## config.mk

```make
export PLATFORM = sky130hd
export DESIGN_NAME = exc_entry_seq
export DESIGN_NICKNAME = d
export VERILOG_FILES = /design/src/rtl/exc_entry_seq.sv
export SDC_FILE = /design/constraint.sdc
export NUM_CORES = 1
export LEC_CHECK = 0
export CELL_PAD_IN_SITES_DETAIL_PLACEMENT = 1
export CELL_PAD_IN_SITES_GLOBAL_PLACEMENT = 2
export CORE_UTILIZATION = 25
export CTS_CLUSTER_SIZE = 20
export DETAILED_ROUTE_END_ITERATION = 10
export PLACE_DENSITY_LB_ADDON = 0.12
export SYNTH_ARGS = -nofsm -noshare
export SYNTH_HDL_FRONTEND = slang
export SYNTH_SLANG_ARGS = --single-unit
```

## constraint.sdc

```tcl
create_clock -name clk -period 1.7 [get_ports clk]
set_input_delay 0.34 -clock clk [delete_from_list [all_inputs] [get_ports clk]]
set_output_delay 0.34 -clock clk [all_outputs]
set_load 0.02 [all_outputs]
```

## src/rtl/exc_entry_seq.sv

```systemverilog
// Exception entry sequencer: on an accepted exception it switches mode, then writes LR (R14)
// and the vector (R15) into the register file and pulses Ack. Define EXC_HIVEC_EN for high vectors.
module exc_entry_seq (
    input  logic        clk,
    input  logic        rst,
    input  logic        Exc_Req,
    input  logic [2:0]  Exc_Type,
    input  logic [31:0] PC_In,
    input  logic        Mod_Wr,
    input  logic [4:0]  Mod_WData,
    output logic [4:0]  Mod,
    output logic [4:0]  Save_Mod,
    output logic [3:0]  W_Addr,
    output logic [31:0] W_Data,
    output logic        Write_Reg,
    output logic        Busy,
    output logic        Ack
);

    typedef enum logic [1:0] {
        IDLE  = 2'd0,
        WR_LR = 2'd1,
        WR_PC = 2'd2,
        DONE  = 2'd3
    } state_t;

`ifdef EXC_HIVEC_EN
    localparam logic [31:0] VEC_BASE = 32'hFFFF_0000;
`else
    localparam logic [31:0] VEC_BASE = 32'h0000_0000;
`endif

    localparam logic [4:0] RESET_MODE = 5'h16;

    function automatic logic type_valid(input logic [2:0] t);
        return (t != 3'd0) && (t != 3'd7);
    endfunction

    function automatic logic [4:0] exc_mode(input logic [2:0] t);
        logic [4:0] m;
        case (t)
            3'd1:    m = 5'h17;
            3'd2:    m = 5'h16;
            3'd3:    m = 5'h13;
            3'd4:    m = 5'h13;
            3'd5:    m = 5'h12;
            3'd6:    m = 5'h11;
            default: m = RESET_MODE;
        endcase
        return m;
    endfunction

    function automatic logic [31:0] exc_vec_off(input logic [2:0] t);
        logic [31:0] o;
        case (t)
            3'd1:    o = 32'h04;
            3'd2:    o = 32'h08;
            3'd3:    o = 32'h0C;
            3'd4:    o = 32'h10;
            3'd5:    o = 32'h18;
            3'd6:    o = 32'h1C;
            default: o = 32'h00;
        endcase
        return o;
    endfunction

    state_t      state_q, state_d;
    logic [4:0]  mod_q, mod_d;
    logic [4:0]  save_mod_q, save_mod_d;
    logic [31:0] lr_q, lr_d;
    logic [31:0] vec_q, vec_d;

    // State and latched entry values; reset aborts any sequence in flight.
    always_ff @(posedge clk or posedge rst) begin
        if (rst) begin
            state_q    <= IDLE;
            mod_q      <= RESET_MODE;
            save_mod_q <= RESET_MODE;
            lr_q       <= 32'h0;
            vec_q      <= 32'h0;
        end else begin
            state_q    <= state_d;
            mod_q      <= mod_d;
            save_mod_q <= save_mod_d;
            lr_q       <= lr_d;
            vec_q      <= vec_d;
        end
    end

    // Next-state logic; requests and mode writes are only looked at in IDLE.
    always_comb begin
        state_d    = state_q;
        mod_d      = mod_q;
        save_mod_d = save_mod_q;
        lr_d       = lr_q;
        vec_d      = vec_q;
        case (state_q)
            IDLE: begin
                if (Exc_Req && type_valid(Exc_Type)) begin
                    // Exception wins over a simultaneous mode write.
                    state_d    = WR_LR;
                    save_mod_d = mod_q;
                    mod_d      = exc_mode(Exc_Type);
                    lr_d       = PC_In + ((Exc_Type == 3'd4) ? 32'd8 : 32'd4);
                    vec_d      = VEC_BASE + exc_vec_off(Exc_Type);
                end else if (Mod_Wr) begin
                    mod_d = Mod_WData;
                end else begin
                    state_d = IDLE;
                end
            end
            WR_LR:   state_d = WR_PC;
            WR_PC:   state_d = DONE;
            DONE:    state_d = IDLE;
            default: state_d = IDLE;
        endcase
    end

    // Register-file and handshake outputs depend on the state register only.
    always_comb begin
        W_Addr    = 4'h0;
        W_Data    = 32'h0;
        Write_Reg = 1'b0;
        Busy      = 1'b1;
        Ack       = 1'b0;
        case (state_q)
            IDLE:  Busy = 1'b0;
            WR_LR: begin
                Write_Reg = 1'b1;
                W_Addr    = 4'hE;
                W_Data    = lr_q;
            end
            WR_PC: begin
                Write_Reg = 1'b1;
                W_Addr    = 4'hF;
                W_Data    = vec_q;
            end
            DONE:    Ack  = 1'b1;
            default: Busy = 1'b0;
        endcase
    end

    assign Mod      = mod_q;
    assign Save_Mod = save_mod_q;

endmodule

```

==> results.md, run 1 <==
* Worst r2r path cells at 7
* CTS sink cnt at 47
* Post-synthesis mux area share at 0.0376
* Slew HR at 0.780
* Post-Synth Simple-Gate Area at 0.282
* Placement Setup Slack at -0.821 ns
* Total chip power at 0.00762 W
* Via count of the first global-routing pass at 3164
* First-pass GRT wire length at 17000 µm
* Synth unique cells at 50
* Least-Margin Pin Slew at approximately 0.33 ns
* Overall fraction of global-route tracks in use at 0.175
* NetSw at 0.00297 W
* Combinational share of power at 0.607
* Final setup viols at 45
* Reg-to-reg startpoint: state_q[0]
* Ys async rst share at 1.00
* Slew Limit Fails at 0
* VDD IR max at 1260 µV
* Die width at 111 µm
* # fillers at ~1.3k
* Final hold vios at 0
* Flop2flop setup slack at 0 ns
* Final period util at 1.11
* Sum of negative setup slack at -5.65 ns
* Most common cell after layout, fill and taps aside: buf_4
* Top Ports at 93
* Hold Crit Class: in -> async
* Max Clk Rate at 531 MHz
* Worst Path Required at 1.36 ns
* WP data arrival at 1.54 ns
* Share of power burned in the clock network at 0.136
* Post-layout min period at 1.88 ns
* RePlAce Congestion at 0.758
* Share of post-route cells with drive strength above 1 at 0.398
* Worst-path fanout max at 8
* Drt wl/cell at 17.4 µm
* Row count at 39
* Leak Pwr at 2.47 nW
* Later-pin clock latency in the skew report at 0.29 ns
* Ys Warns at 0
* CP max stage delay at between 0.3 and 0.4 ns
* Post-synth EDFFs at 0
* Cell area after synthesis at approximately 3000 µm²
* Unrepaired setup endpoints after global routing: yes
* Internal power at around 0.0046 W
* MaxCap Viol Count at 0
* Slowest stage cell on the critical path: dfrtp_1
* Total die area at 12300 µm²
* # nets final at 533
* Largest net degree at the start of global routing at 29
* Fin Hold WS at between 0.3 and 0.4 ns
* CTS Buf Count at 5
* Final wirelength at 10900 µm
* ANT nets after route at 0
* Compound-cell area share of the yosys netlist at 0.109
* Die Y at 111 µm
* Cells after synthesis at ~320
* Yosys reg bits at 47
* DRC violations left at 0
* Most numerous cell on the critical path: buf_6
* Sequential share of the synthesized area at 0.400
* Core Area at approximately 11000 µm²
* Post-Syn Nets at approximately 380
* Reg power frac at 0.257
* Number of port buffers at 92
* Power Density at 1440 nW/µm²
* Post-Synth XOR/XNOR Area at 0.0888
* Failing checks: setup timing
* CTS clk-pin slew, worst paths at ~0.060 ns
* Worst-path cell chain: buf_6 -> ha_4 -> buf_16 -> a22oi_2 -> nor2b_4 -> buf_6
* Clock Skew at 0.00540 ns
* Nature of the critical path startpoint: register
* Fin worst setup slack at -0.183 ns
* Area grow syn2layout at 78.3%
* Adder-Cell Fraction of Synth Area at 0.0296
* CTS tree: done
* Status: complete, but fails checks
* Syn Area/Cell at 9.13 µm²
* Switching part of the total at 0.390
* Grt ovf at 0
* Drt via density at 4.75
* Worst r2r dst: lr_q[2]
* Ys flop type: dfrtp_1
* Root Driver: clkbuf_16
* CP Capture Type: primary output
* DRT iter0 DRCs at 48
* Post-DP HPWL at around 7100 µm
* WS Path Type: reg -> out
* First drt pass iteration count at 4
* Max Buffers Root-to-Sink at 2
* Most frequent cells in the layout: 69 x buf_4, 49 x nand2_1, 41 x dfrtp_1
* Initial Util at 0.258
* Vias at about 3.0k
* Fin util at 0.460
* Total number of H-tree levels at 2
* Largest family of logic cells by synthesized area: simple AND/OR/NAND/NOR gates
* N_diodes at 0
* Initial antenna violation count at 0
==> sequential cells by signal (all words and copies together) (netlist names) <==
signal,cells
vec_q,3
Mod,5
lr_q,32
state_q,2
Save_Mod,5
==> power groups by stage <==
stage               Clock [W]  Combinational [W]  Sequential, W
detailed placement          0            0.00361        0.00197
global route          0.00109            0.00497        0.00203
CTS                   0.00106            0.00430        0.00197
global placement            0            0.00355        0.00194
floorplan                   0            0.00186        0.00203
finish                0.00104            0.00463        0.00196
==> metal layers <==
layer | track usage | wire length (µm)
met2 | 0.305 | 5370
met4 | 0.0391 | 141
met1 | 0.226 | 5040
met3 | 0.0279 | 315
met5 | 0 | 0
==> timing repair <==
| item | in CTS | in global routing |
|---|---|---|
| setup buffers | 7 | 6 |
| pin swaps | 27 | 20 |
| gates resized for setup | 288 | 24 |
| gates cloned | 2 | 3 |
| endpoints found under the setup margin | 90 | 76 |
| hold buffers | 0 | 0 |
==> metrics by stage <==
step                cell area, µm²  std cells
finish                        5280        626
detailed placement            4620        600
CTS                           5060        617
global route                  5280        626
floorplan                     3060        324
global placement              4620        600
==> area by class of cell <==
type,count,area [µm²],area share
Multi-Input combinational cell,243,1920,0.364
Sequential cell,47,1180,0.224
Clock inverter,1,5.00,0.000949
Timing Repair Buffer,175,1810,0.343
Clock buffer,7,143,0.0270
Tap cell,143,179,0.0339
Inverter,10,37.5,0.00712
==> critical path, delay by kind of cell (launching register included) <==
kind / cells / cell delay [ns]
adder cells (fa/ha/maj): 1 / 0.20
buffers and inverters: 3 / 0.41
flip-flops: 1 / 0.39
AO/OA/AOI/OAI: 1 / 0.19
AND/OR/NAND/NOR: 1 / 0.06
==> synthesized netlist by cell type, drive strengths merged, types with 3 or more instances <==
cell type  number  area [µm²]
a21oi           6        30.0
a22oi           3        22.5
and3           33         206
and4            3        26.3
buf            10        67.6
clkbuf         14        52.6
dfrtp          41        1030
dfstp           6         158
ha              7        87.6
inv             9        33.8
mux2            9         101
nand2          50         188
nand3           9        50.1
nand4          10        77.6
nor2            7        28.8
nor2b           3        18.8
nor3            8        45.0
nor4            6        92.6
o21ai          38         198
xnor2          14         123
xor2           16         140
==> worst max path at each step <==
| stage | startpoint | to | slack (ns) |
|---|---|---|---|
| 5_1_grt | state_q[0] | W_Data[4] | -0.24 |
| 4_1_cts | state_q[0] | W_Data[22] | -0.23 |
| 6_report | state_q[0] | W_Data[4] | -0.18 |
| 2_1_floorplan | Exc_Type[0] | lr_q[30] | -0.22 |
| 3_3_place_gp | Exc_Type[2] | lr_q[12] | -0.78 |
| 3_5_place_dp | Exc_Type[2] | lr_q[12] | -0.82 |
==> logic make-up after synthesis <==
logic type,count (synthesis)
flip-flops,47
buffers and inverters,34
adder cells (fa/ha/maj),7
multiplexers,10
AND/OR/NAND/NOR,140
XOR/XNOR,30
AO/OA/AOI/OAI,56
(Power assumes the default switching activity.)
==> run 2: changes to the inputs <==
Settings changed: GPL_ROUTABILITY_DRIVEN from default to 0, RECOVER_POWER from default to 25.
==> run 2 against run 1 <==
Compared with the run above:
- the flow still finishes with violations (setup timing)
- cell area fell by 0.28%
- routed wire length fell by 0.14%
- global-route usage did not move
- clock power barely moved
==> results.md, run 2 (same netlist as run 1, synthesis figures left out) <==
* Hold depth at 4
* DRT iter0 DRCs at 63
* ANT nets after route at 0
* Slew Limit Fails at 0
* Placed Area at 4620 µm²
* Later-pin clock latency in the skew report at 0.29 ns
* Total number of H-tree levels at 2
* # fillers at 1271
* Post-layout min period at ~1.9 ns
* Final wirelength at 10900 µm
* Unrepaired setup endpoints after global routing: yes
* Clock Skew at 0.00546 ns
* Max Clk Rate at approximately 530 MHz
* Status: complete, but fails checks
* CTS Buf Count at 5
* Least-Margin Pin Slew at 0.533 ns
* Die width at 111 µm
* Failing checks: setup timing
* Max Buffers Root-to-Sink at 2
* Area grow syn2layout at 77.8%
* Slew HR at 0.644
* Top delay family on crit path: buffers and inverters
* Row count at 39
* Worst Hold End: lr_q[21]
* VDD IR max at about 1300 µV
* Root Driver: clkbuf_16
* Placement Setup Slack at -0.821 ns
* CP Depth at 6
* Top Ports at 93
* Post-DP HPWL at 7140 µm
* Leak Pwr at 2.47 nW
* Flop2flop setup slack at 0 ns
* Final hold vios at 0
* Number of port buffers at 92
* Via count of the first global-routing pass at 3164
* MaxCap Viol Count at 0
* Non-Filler Instances at 626
* Max reg flops at 32
* WP data arrival at 1.54 ns
* CP Buf/Inv Count at 3
* CTS tree: done
* CP max stage delay at 0.39 ns
* Final setup viols at 44
* Die Y at 111 µm
* Worst r2r path cells at 7
* N_diodes at 0
* Most common cell after layout, fill and taps aside: buf_4
* First drt pass iteration count at 4
* Most frequent cells in the layout: 69 x buf_4, 49 x nand2_1, 41 x dfrtp_1
* Design area at ~5300 µm²
* Placed insts at 600
* Fin worst setup slack at -0.183 ns
* Worst Path Required at between 1 and 1.5 ns
* Overall fraction of global-route tracks in use at 0.175
* Worst-path fanout max at 8
* Total die area at 12300 µm²
* # nets final at 533
* Share of post-route cells with drive strength above 1 at 0.395
* Grt ovf at 0
* Worst r2r dst: lr_q[2]
* Drt wl/cell at about 17 µm
* Hold Crit Class: in -> reg
* Core Area at 11500 µm²
* Top reg by flops: lr_q
* CTS clk-pin slew, worst paths at 0.07 ns
* Most numerous cell on the critical path: buf_6
* Largest net degree at the start of global routing at 29
* Worst hold start: PC_In[21]
* Sum of negative setup slack at -5.66 ns
* CTS sink cnt at 47
* Nature of the critical path startpoint: register
* WS Path Type: reg -> out
* Final period util at 1.11
* Vias at 2973
* Slowest stage cell on the critical path: dfrtp_1
* Initial Util at 0.258
* Drt via density at 4.75
* Reg-to-reg startpoint: state_q[0]
* Power Density at 1450 nW/µm²
* CP Capture Type: primary output
* Fin Hold WS at 0.467 ns
* First-pass GRT wire length at 17000 µm
* Initial antenna violation count at 0
* Worst-path cell chain: buf_6 -> ha_4 -> buf_16 -> a22oi_2 -> nor2b_4 -> buf_6
* DRC violations left at 0
-- run 2: cell count changes in the layout (fill, tap and decap cells not counted), sizes merged --
cell / previous run / this run
buf: 121 / 120
clkbuf: 10 / 11
clkdlybuf4s50: 25 / 24
dlygate4sd3: 0 / 1
-- run 2: tightest hold or removal path, cell delays in order --
cell and delay (ns):
dlymetal6s2s_1 0.11, buf_4 0.12, xnor2_1 0.10, o21ai_1 0.05
-- run 2: final cells by class --
type	count	area, µm²	area share
clock inverters	1	5.00	0.000951
repair buffers	175	1790	0.341
clock buffers	7	143	0.0271
inverters	10	37.5	0.00714
well taps	143	179	0.0340
flip-flops and latches	47	1180	0.225
multi-input cells	243	1920	0.365
-- run 2: how the worst max path moves through the flow --
stage                             to  slack (ns)         from
after floorplan             lr_q[30]       -0.22  Exc_Type[0]
after global placement      lr_q[12]       -0.78  Exc_Type[2]
after detailed placement    lr_q[12]       -0.82  Exc_Type[2]
after CTS                 W_Data[22]       -0.23   state_q[0]
after global routing       W_Data[4]       -0.24   state_q[0]
final                      W_Data[4]       -0.18   state_q[0]
-- run 2: through the flow --
step / util / total power (W)
finish: 0.459 / 0.00762
detailed placement: 0.403 / 0.00559
global route: 0.459 / 0.00809
CTS: 0.441 / 0.00733
floorplan: - / 0.00389
global placement: 0.403 / 0.00549
-- run 2: timing repair --
item	CTS	global route
setup buffers	7	6
hold buffers	0	0
cloned	2	3
pin swaps	27	20
setup endpoints to repair	90	76
gates resized for setup	288	24
-- run 2: layer usage --
| layer | global-route usage | share of wire |
|---|---|---|
| met1 | 0.226 | 0.47 |
| met2 | 0.305 | 0.49 |
| met3 | 0.0279 | 0.029 |
| met4 | 0.0391 | 0.013 |
| met5 | 0 | 0 |
-- run 2: report_power, final --
part           switching (W)  internal (W)  total (W)  leakage, nW
Combinational        0.00224       0.00238    0.00462         1.82
Clock               0.000450      0.000585    0.00103       0.0739
Sequential          0.000277       0.00168    0.00196        0.574
==> run 3: changes to the inputs <==
Settings changed: ABC_AREA from default to 1, CORE_UTILIZATION 25 to 24, CTS_BUF_LIST from default to sky130_fd_sc_hd__clkbuf_2 sky130_fd_sc_hd__clkbuf_4 sky130_fd_sc_hd__clkbuf_8.
==> run 3 against run 2 <==
Compared with the run above:
- the flow still finishes with violations (setup timing)
- sequential share of layout area down 3.2 points
- cell area grew 16%
- sequential power is 2% higher
- maximum frequency is 4.0% lower
- routed wire length is 23% higher
- setup slack lost 0.078 ns
==> results.md, run 3 <==
* Post-layout min period at 1.96 ns
* First-pass GRT wire length at 20500 µm
* Die Y at ~120 µm
* Cells after synthesis at about 480
* Power Density at 1250 nW/µm²
* VDD IR max at about 470 µV
* Max reg flops at 32
* Nature of the critical path startpoint: register
* Reg power frac at 0.262
* Flop2flop setup slack at -0.07 ns
* Final setup viols at 64
* Number of port buffers at 92
* Syn Area/Cell at 6.75 µm²
* Synth unique cells at 34
* Final wirelength at 13300 µm
* Area leader, netlist: dfrtp_1
* Worst-path cell chain: buf_4 -> ha_4 -> nand2_8 -> buf_12 -> nor2_4 -> buf_6
* Slowest stage cell on the critical path: dfrtp_1
* Largest net degree at the start of global routing at 21
* NetSw at ~0.0033 W
* Hold_buf cts at 0
* Max Clk Rate at just over 500 MHz
* Hold Crit Class: in -> reg
* Share of post-route cells with drive strength above 1 at 0.424
* CP Capture Type: primary output
* Internal power at 0.00429 W
* DRC violations left at 0
* CTS tree: done
* Slew Limit Fails at 0
* Final hold vios at 0
* Post-Syn Nets at 530
* Final period util at 1.15
* Combinational share of power at 0.635
* CTS clk-pin slew, worst paths at 0.10 ns
* Overall fraction of global-route tracks in use at 0.190
* Ys flop type: dfrtp_1
* Sum of negative setup slack at -8.99 ns
* Ys async rst share at 1.00
* # fillers at 1577
* WS Path Type: reg -> out
* Row count at 42
* Drt wl/cell at between 15 and 20 µm
* Worst Path Required at 1.36 ns
* Total die area at 13900 µm²
* Grt ovf at 0
* Later-pin clock latency in the skew report at ~0.33 ns
* Drt via density at 4.43
* Max Buffers Root-to-Sink at 2
* Post-synth top cells: 136 x nand2_1, 82 x inv_1, 65 x nor2_1
* Fin worst setup slack at -0.261 ns
* ANT nets after route at 0
* CTS Buf Count at 5
* Vias at 3788
* Yosys top cell area share at 0.317
* Clock Skew at 0.00913 ns
* Status: complete, but fails checks
* First drt pass iteration count at 4
* DRT iter0 DRCs at 155
* Die width at 118 µm
* N_diodes at 0
* CTS sink cnt at 47
* Top Ports at 93
* Core Area at about 13000 µm²
* Failing checks: setup timing
* Root Driver: clkbuf_8
* # nets final at between 700 and 800
* Top delay family on crit path: buffers and inverters
* MaxCap Viol Count at 0
* Initial antenna violation count at 0
* Most numerous cell in the Yosys netlist: nand2_1
* Top reg by flops: lr_q
* Initial Util at 0.245
* Area grow syn2layout at 89.1%
* Post-synth EDFFs at 0
* Total chip power at 0.00764 W
* Ys Warns at 0
* CP max stage delay at 0.42 ns
* Via count of the first global-routing pass at 3890
* Unrepaired setup endpoints after global routing: yes
* Cell area after synthesis at 3230 µm²
* Fin Hold WS at 0.377 ns
* Most frequent cells in the layout: 121 x nand2_1, 93 x buf_4, 79 x inv_1
* Slew HR at 0.558
* Least-Margin Pin Slew at around 0.66 ns
* Share of power burned in the clock network at 0.103
* Total number of H-tree levels at 2
* Switching part of the total at 0.438
* Post-DP HPWL at ~9800 µm
* Ranking of synthesized cells by area: dfrtp_1 32%, nand2_1 16%, inv_1 9.5%
* Most common cell after layout, fill and taps aside: nand2_1
* Sequential share of the synthesized area at 0.366
* Worst-path fanout max at 8
* CP Buf/Inv Count at 3
* WP data arrival at 1.62 ns
* Yosys reg bits at 47
* Leak Pwr at 2.95 nW
-- run 3: worst register-to-register path, delay by kind of cell, from the launching register on --
family	cells	cell delay (ns)
AO/OA/AOI/OAI	1	0.15
AND/OR/NAND/NOR	2	0.13
adder cells (fa/ha/maj)	1	0.12
flip-flops	1	0.42
buffers and inverters	8	0.86
-- run 3: kinds of logic (layout without fill, tap and decap cells) --
logic type	count (synthesis)	count (layout)	synth area share
buffers and inverters	99	299	0.130
muxes	1	1	0.00309
and+or+nand+nor	269	270	0.365
xor gates and xnor gates	7	7	0.0190
AOI/OAI and AO/OA	49	49	0.0894
DFF	47	47	0.366
adders and majority gates	7	7	0.0271
-- run 3: stage by stage --
step	util	instance area, µm²	setup WS, ns	cells
finish	0.464	6120	-0.261	856
CTS	0.426	5620	-0.272	843
floorplan	-	3510	0.0151	479
global placement	0.401	5290	-0.516	825
global route	0.464	6120	-0.322	856
detailed placement	0.401	5290	-0.591	825
-- run 3: cell type report --
cell class                      count  area (µm²)  share of cell area
Sequential cell                    47        1180               0.193
Tap cell                          176         220              0.0360
Inverter                           85         335              0.0548
Timing Repair inverter              1        11.3             0.00184
Multi-Input combinational cell    334        2220               0.362
Clock buffer                        7        90.1              0.0147
Clock inverter                      1        8.76             0.00143
Timing Repair Buffer              205        2050               0.335
-- run 3: routing by layer --
metal	vias up	wire [µm]	global-route usage
li1	1886	-	-
met1	1839	6090	0.246
met2	56	6780	0.331
met3	7	364	0.0329
met4	0	95	0.0369
met5	-	0	0
-- run 3: final timing paths --
path / startpoint / end / cells after the start
setup / recovery: state_q[0] / W_Data[11] / 6
min in group asynchronous: rst / Save_Mod[0] / 2
setup reg to reg: state_q[0] / vec_q[2] / 12
hold reg to reg: Save_Mod[2] / Save_Mod[2] / 2
hold / removal: PC_In[8] / lr_q[8] / 3
max in group asynchronous: rst / lr_q[31] / 3
-- run 3: what timing repair did --
item                       CTS  global route
buffers inserted             8             9
hold endpoints to repair     0             0
pin swaps                    5            19
resized for setup          262           106
setup endpoints to repair   72            80
cloned                       3             6
-- run 3: power groups by stage --
| stage | Clock (W) | Sequential (W) | Combinational (W) |
|---|---|---|---|
| after floorplan | 0 | 0.00206 | 0.00218 |
| after global placement | 0 | 0.00197 | 0.00378 |
| after detailed placement | 0 | 0.00199 | 0.00386 |
| after CTS | 0.000832 | 0.00197 | 0.00427 |
| after global routing | 0.000870 | 0.00206 | 0.00521 |
| final | 0.000789 | 0.00200 | 0.00485 |
